**src/rtl/adder_nbit_seq.sv**
```systemverilog
// Multi-cycle unsigned adder: a + b + carry_in, one CHUNK-bit slice per cycle.
// Valid/ready handshakes on both sides; the carry is held in a register between slices.
module adder_nbit_seq #(
    parameter int WIDTH = 16,
    parameter int CHUNK = 4
) (
    input  logic             clk,
    input  logic             rst,
    input  logic             in_valid,
    output logic             in_ready,
    input  logic [WIDTH-1:0] a,
    input  logic [WIDTH-1:0] b,
    input  logic             carry_in,
    output logic             out_valid,
    input  logic             out_ready,
    output logic [WIDTH-1:0] sum,
    output logic             overflow
);

    localparam int NCHUNK = WIDTH / CHUNK;
    localparam int IDXW   = (NCHUNK > 1) ? $clog2(NCHUNK) : 1;
    localparam logic [IDXW-1:0] LAST = IDXW'(NCHUNK - 1);

    localparam logic [1:0] ST_IDLE = 2'd0;
    localparam logic [1:0] ST_ADD  = 2'd1;
    localparam logic [1:0] ST_DONE = 2'd2;

    if (WIDTH % CHUNK != 0) begin : g_bad_chunk
        $error("adder_nbit_seq: WIDTH must be a multiple of CHUNK");
    end

    logic [1:0]       r_state;
    logic [IDXW-1:0]  r_idx;
    logic             r_carry;
    logic [WIDTH-1:0] r_a;
    logic [WIDTH-1:0] r_b;
    logic [WIDTH-1:0] r_sum;
    logic             r_ovf;

    int               w_base;
    logic [CHUNK-1:0] w_a_sl;
    logic [CHUNK-1:0] w_b_sl;
    logic [CHUNK:0]   w_slice;

    // Slice adder is CHUNK+1 bits; its top bit is the carry into the next slice
    always_comb begin
        w_base  = int'(r_idx) * CHUNK;
        w_a_sl  = r_a[w_base +: CHUNK];
        w_b_sl  = r_b[w_base +: CHUNK];
        w_slice = {1'b0, w_a_sl} + {1'b0, w_b_sl} + {{CHUNK{1'b0}}, r_carry};
    end

    always_ff @(posedge clk) begin
        if (rst) begin
            r_state <= ST_IDLE;
            r_idx   <= '0;
            r_carry <= 1'b0;
            r_a     <= '0;
            r_b     <= '0;
            r_sum   <= '0;
            r_ovf   <= 1'b0;
        end else begin
            unique case (r_state)
                ST_IDLE: begin
                    if (in_valid) begin
                        r_a     <= a;
                        r_b     <= b;
                        r_carry <= carry_in;
                        r_idx   <= '0;
                        r_state <= ST_ADD;
                    end
                end
                ST_ADD: begin
                    r_sum[w_base +: CHUNK] <= w_slice[CHUNK-1:0];
                    r_carry                <= w_slice[CHUNK];
                    if (r_idx == LAST) begin
                        r_ovf   <= w_slice[CHUNK];
                        r_state <= ST_DONE;
                    end else begin
                        r_idx <= r_idx + IDXW'(1);
                    end
                end
                ST_DONE: begin
                    if (out_ready) begin
                        r_state <= ST_IDLE;
                    end
                end
                default: r_state <= ST_IDLE;
            endcase
        end
    end

    assign in_ready  = (r_state == ST_IDLE);
    assign out_valid = (r_state == ST_DONE);
    assign sum       = r_sum;
    assign overflow  = r_ovf;

endmodule

```
**config.mk**
```make
export PLATFORM = sky130hd
export DESIGN_NAME = adder_nbit_seq
export DESIGN_NICKNAME = d
export VERILOG_FILES = /design/src/rtl/adder_nbit_seq.sv
export SDC_FILE = /design/constraint.sdc
export NUM_CORES = 1
export LEC_CHECK = 0
export CORE_AREA = 2 2 69 78
export DETAILED_ROUTE_END_ITERATION = 8
export DIE_AREA = 0 0 71 80
export DONT_BUFFER_PORTS = 1
export PLACE_DENSITY = 0.66
export SETUP_SLACK_MARGIN = 0.1
export SLEW_MARGIN = 10
export SYNTH_ARGS = -nofsm -noshare
export SYNTH_HDL_FRONTEND = slang
export SYNTH_SLANG_ARGS = --single-unit
export TNS_END_PERCENT = 10
```
**constraint.sdc**
```tcl
create_clock -name clk -period 6.55 [get_ports clk]
set_input_delay 0.9825 -clock clk [delete_from_list [all_inputs] [get_ports clk]]
set_output_delay 0.9825 -clock clk [all_outputs]
set_load 0.005 [all_outputs]
```
### Yosys cells after proc, flatten, opt, wreduce, memory -nomap -nowiden

Cells that the tools add are included.

| cells by class | value |
|---|---|
| add/subtract/negate cells | 4 |
| equality and inequality tests | 7 |
| shift operators | 4 |
| muxes and demuxes | 10 |
| reductions and logical operators | 7 |

Operator list:

| kind | number |
|---|---|
| $neg 4->33 | 1 |
| $shift 4x33->16 const A | 1 |
| $shiftx 4x33->16 | 1 |
| $shiftx 16x5->4 | 2 |
| $bwmux 16 | 1 |
| $mux 2 | 5 |
| $ne 2x2->1 const B | 3 |
| $pmux 2 s3 | 1 |
| $reduce_and 2->1 | 3 |
| $reduce_and 3->1 | 2 |
| $add 4x4->5 | 1 |
| $add 5x1->5 | 1 |
| $eq 2x2->1 const B | 2 |
| $pmux 2 s2 | 1 |
| $add 2x1->2 const B | 1 |
| $eq 2x1->1 const B | 1 |
| $logic_not 2->1 | 1 |
| $ne 2x1->1 const B | 1 |
| $pmux 1 s2 | 1 |
| $reduce_bool 2->1 | 1 |
| $mux 1 | 1 |

| word-level totals | value |
|---|---|
| flip-flop bits (word level) | 54 |
| bits of input ports | 37 |
| word-level logic and storage cells | 39 |

### Depth between registers and ports, before layout

| logic depth | value |
|---|---|
| depth after elaboration | 5 |
| mapped depth | 9 |

### Worst setup path after synthesis

Ideal clock, no wire load.

| path | value |
|---|---|
| kind | reg-to-reg |
| from | register r_idx[0] |
| to | register r_ovf (netlist: overflow) |
| library setup time | 0.130 ns |
| arrival | 2.366 ns |
| required time | 6.420 ns |
| setup slack | 4.054 ns |
| stages on the path, launching flop included | 10 |
| clock period less this slack | 2.496 ns |
| cells stage by stage | dfxtp_1 -> buf_2 -> mux4_2 -> fa_1 -> inv_1 -> fa_1 -> inv_1 -> a21o_1 -> a21oi_1 -> a311oi_1 |

| between the ends | value |
|---|---|
| longest elaborated chain between the ends | 3 |
| elaborated cells on any way between the ends | 6 |
| classes of those cells | 2 x add/sub; 1 x eq/ne; 2 x shift; 1 x reduce/logical |

RTL lines:

| item | line | text |
|---|---|---|
| start: declaration | 33 | `logic [IDXW-1:0] r_idx;` |
| start signal: assignment | 80 | `r_idx <= r_idx + IDXW'(1);` |
| $shiftx 16x5->4 (on tied branches) | 48, 49 |  |
| $add 4x4->5 | 50 | `w_slice = {1'b0, w_a_sl} + {1'b0, w_b_sl} + {{CHUNK{1'b0}}, r_carry};` |
| $add 5x1->5 | 50 |  |
| end signal: assignment | 77 | `r_ovf <= w_slice[CHUNK];` |
| end: declaration | 38 | `logic r_ovf;` |

Several ways; a longest one is shown, not always the timed one.
A chain may end at the register's enable or synchronous reset.

### Worst setup path after layout

Same ends and word-level chain as after synthesis.

==> impl_metrics.csv <==
group,metric,value,unit
outcome,status,"finished, final reports clean",
worst_setup_path,path_cells,"mux4_2 > fa_1 > inv_1 > fa_1 > inv_1 > a21o_1 > a21oi_1 > a311oi_1",
cts,numCtsBuffers,5,
sta,worst_pin_slew,1190,ps
synth,ys_types,33,
cts,post_cts_buffers,0,
route,drt_wl_total,4.86,mm
layout,n_antenna_cell,0,
power,p_leak,0.919,nW
grt,grt_usage,18.2,%
sta,finalMaxSlewViolations,0,
worst_setup_path,worstPathArrival,3000,ps
route,dr_total_vias,1781,
sta,layout_setup_ws,3710,ps
place,pre_cts_ws,3680,ps
power,p_switching,162,uW
synth,yosys-top-cells-area,"dfxtp_1 46%, nand2_1 11%, a21oi_1 7.6%",
worst_setup_path,cp_max_fo,16,
route,viasPerCell,5.67,
route,dr.first_iter.drc_count,77,
layout,layout.nets,303,
synth,synth_edf_count,0,
power,p_sw_share,25.1,%
grt,grt_max_degree,55,
floorplanning,die_y,80,microns
power,p_per_area,259,nW/um^2
synth,synth_area,2370,sq um
power,p_clk_share,35.1,%
layout,area_growth,4.79,%
cts,cts.sinks,54,
synth,synth.avg_cell_area,8.96,sq um
grt,grt_first_pass_wirelength,8.17,mm
place,placed_area,2370,sq um
worst_setup_path,critPathMaxStageDelay,850,ps
sta,fmax,0.353,GHz
layout,layout-drive-gt1-share,8.20,%
cts,ctsLongestPathBuffers,2,
synth,ys.flop_type,"dfxtp_1",
synth,synth_top_area_share,45.5,%
synth,ys_ff_latch,54,
hold_path,whs_path_depth,2,
synth,synth_area_leader_cell,"dfxtp_1",
place,dp_hpwl,3.41,mm
cts,clk_transition_reported_paths,100,ps
floorplanning,core_area,4900,sq um
power,intPower,484,uW
worst_setup_path,cp.required,6710,ps
sta,setup-violations-final,0,
floorplanning,die_width,71,microns
power,seqPwrFrac,54.9,%
sta,hold_viol_final,0,
sta,relSlewSlack,20.8,%
synth,ys_seq_area_share,45.5,%
sta,rsz0062_at_grt,"false",
grt,overflow,0,
hold_path,worstHoldPathType,"reg2reg",
route,drc_errors,0,
cts,cts_resized,0,
route,avgRoutedWirePerCell,15.5,microns
floorplanning,fp-row-count,27,
layout,final_area,2490,sq um
grt,antenna_found_initial,0,
power,p_comb_share,10.0,%
worst_setup_path,cp_slowest_cell,"dfxtp_1",
cts,root_buffer,"clkbuf_8",
worst_setup_path,critPathKind,"reg2reg",
sta,min_period,2840,ps
cts,htree_num_levels,2,
synth,synthArstFlopShare,0,%
floorplanning,pin_count,56,
cts,clkLatencyLatePin,310,ps
synth,ys_warn_count,0,
floorplanning,dieArea,5680,sq um
floorplanning,start_util,48.5,%
synth,synth_cells,265,
worst_setup_path,r2r_setup_slack,3710,ps
place,gp_congestion,0.799,
route,drtAntennaViolNets,0,
cts,hold_buffers,0,
cts,cts_tree,"yes",
synth,synth_nets,313,
worst_setup_path,reg2reg_depth,8,
worst_setup_path,end_kind,"flop",
place,port_buffers,0,
sta,tns,0,ps
worst_setup_path,worst_setup_path_start_kind,"flop",
place,dp.cells,306,
sta,worst_clock_skew,8.19,ps
sta,fin_crit_sh,43.3,%
route,dr.pass1.iters,4,
grt,grt_pass1_vias,1747,
job,maxCapViolations,0,
power,max-vdd-ir-drop,0.135,mV
layout,instances_no_fill,314,
## area by class of cell
type / count / area, sq um
flip-flops and latches: 54 / 1080
clock inverters: 3 / 45.0
multi-input cells: 185 / 1190
fillers: 467 / 2410
well taps: 58 / 72.6
inverters: 9 / 33.8
clock buffers: 5 / 68.8
## kinds of logic (layout without fill, tap and decap cells)
group           after synthesis  in the layout  synth area share [%]
fa+ha+maj                    11             11                  6.43
buf+inv                      26             17                  4.74
mux                           9              9                  8.01
compound gates               60             60                  15.7
xor+xnor                      1              1                 0.369
simple gates                104            104                  19.2
flops                        54             54                  45.5
## state kept, by name, summed over array words and instances, names as in the netlist
register and flops:
r_b 16, r_carry 1, r_state 2, sum 16
r_a 16, overflow 1, r_idx 2
## critical path: cells and delay by family, from the launching register on
kind                       cells  cell delay (ps)
AOI/OAI and AO/OA              3              480
adders and majority gates      2              630
muxes                          1              610
DFF                            1              850
buffers and inverters          2              130
## final timing paths
path,end,from
worst max-delay path,overflow$_SDFFE_PP0P_,r_idx[0]$_SDFFE_PP0P_
worst min-delay path,r_a[10]$_SDFFE_PP0P_,r_a[10]$_SDFFE_PP0P_
worst max register to register,overflow$_SDFFE_PP0P_,r_idx[0]$_SDFFE_PP0P_
worst min register to register,r_a[10]$_SDFFE_PP0P_,r_a[10]$_SDFFE_PP0P_
## cell usage in the layout, fill, tap and decap left out, types with 2 or more instances in the layout
cell type | Yosys | final
clkbuf_8 | 0 | 5
nor2_1 | 22 | 22
nand2_1 | 67 | 67
inv_1 | 9 | 9
fa_1 | 2 | 2
nor2b_1 | 2 | 2
a22oi_1 | 13 | 13
ha_1 | 9 | 9
and3_1 | 2 | 2
a211oi_1 | 2 | 2
mux4_2 | 8 | 8
dfxtp_1 | 54 | 54
a32oi_1 | 5 | 5
nand3b_1 | 2 | 2
clkinvlp_4 | 0 | 2
a21oi_1 | 36 | 36
## per-layer routing
layer,routed length (microns),vias to the layer above,part of all wire (%),global-route usage [%]
li1,-,891,-,-
met1,2140,839,44,21.7
met2,2380,45,49,31.0
met3,266,6,5.5,5.43
met4,72,0,1.5,6.79
met5,0,-,0,0
## metrics by stage
| step | utilization, % | hold WS (ps) | power, mW |
|---|---|---|---|
| 2_1_floorplan | - | 433 | 0.418 |
| 3_3_place_gp | 48.5 | 435 | 0.426 |
| 3_5_place_dp | 48.5 | 441 | 0.428 |
| 4_1_cts | 50.8 | 454 | 0.650 |
| 5_1_grt | 50.8 | 480 | 0.674 |
| 6_report | 50.8 | 452 | 0.645 |
## power by group through the flow
stage	Sequential [mW]	Combinational (mW)	Clock, mW
floorplan	0.355	0.0625	0
global placement	0.362	0.0643	0
detailed placement	0.363	0.0650	0
CTS	0.355	0.0653	0.229
global route	0.357	0.0737	0.243
finish	0.355	0.0645	0.226
## cells in the mapped netlist, drive strengths merged (2+ instances only)
cell type	n
a22oi	13
nor2b	2
nor2	22
nand2	67
ha	9
dfxtp	54
nand3b	2
and3	2
fa	2
a21oi	36
a211oi	3
buf	8
mux4	8
clkbuf	9
inv	9
or3b	2
a32oi	5
Note: power is estimated with default switching activity, not from simulation.
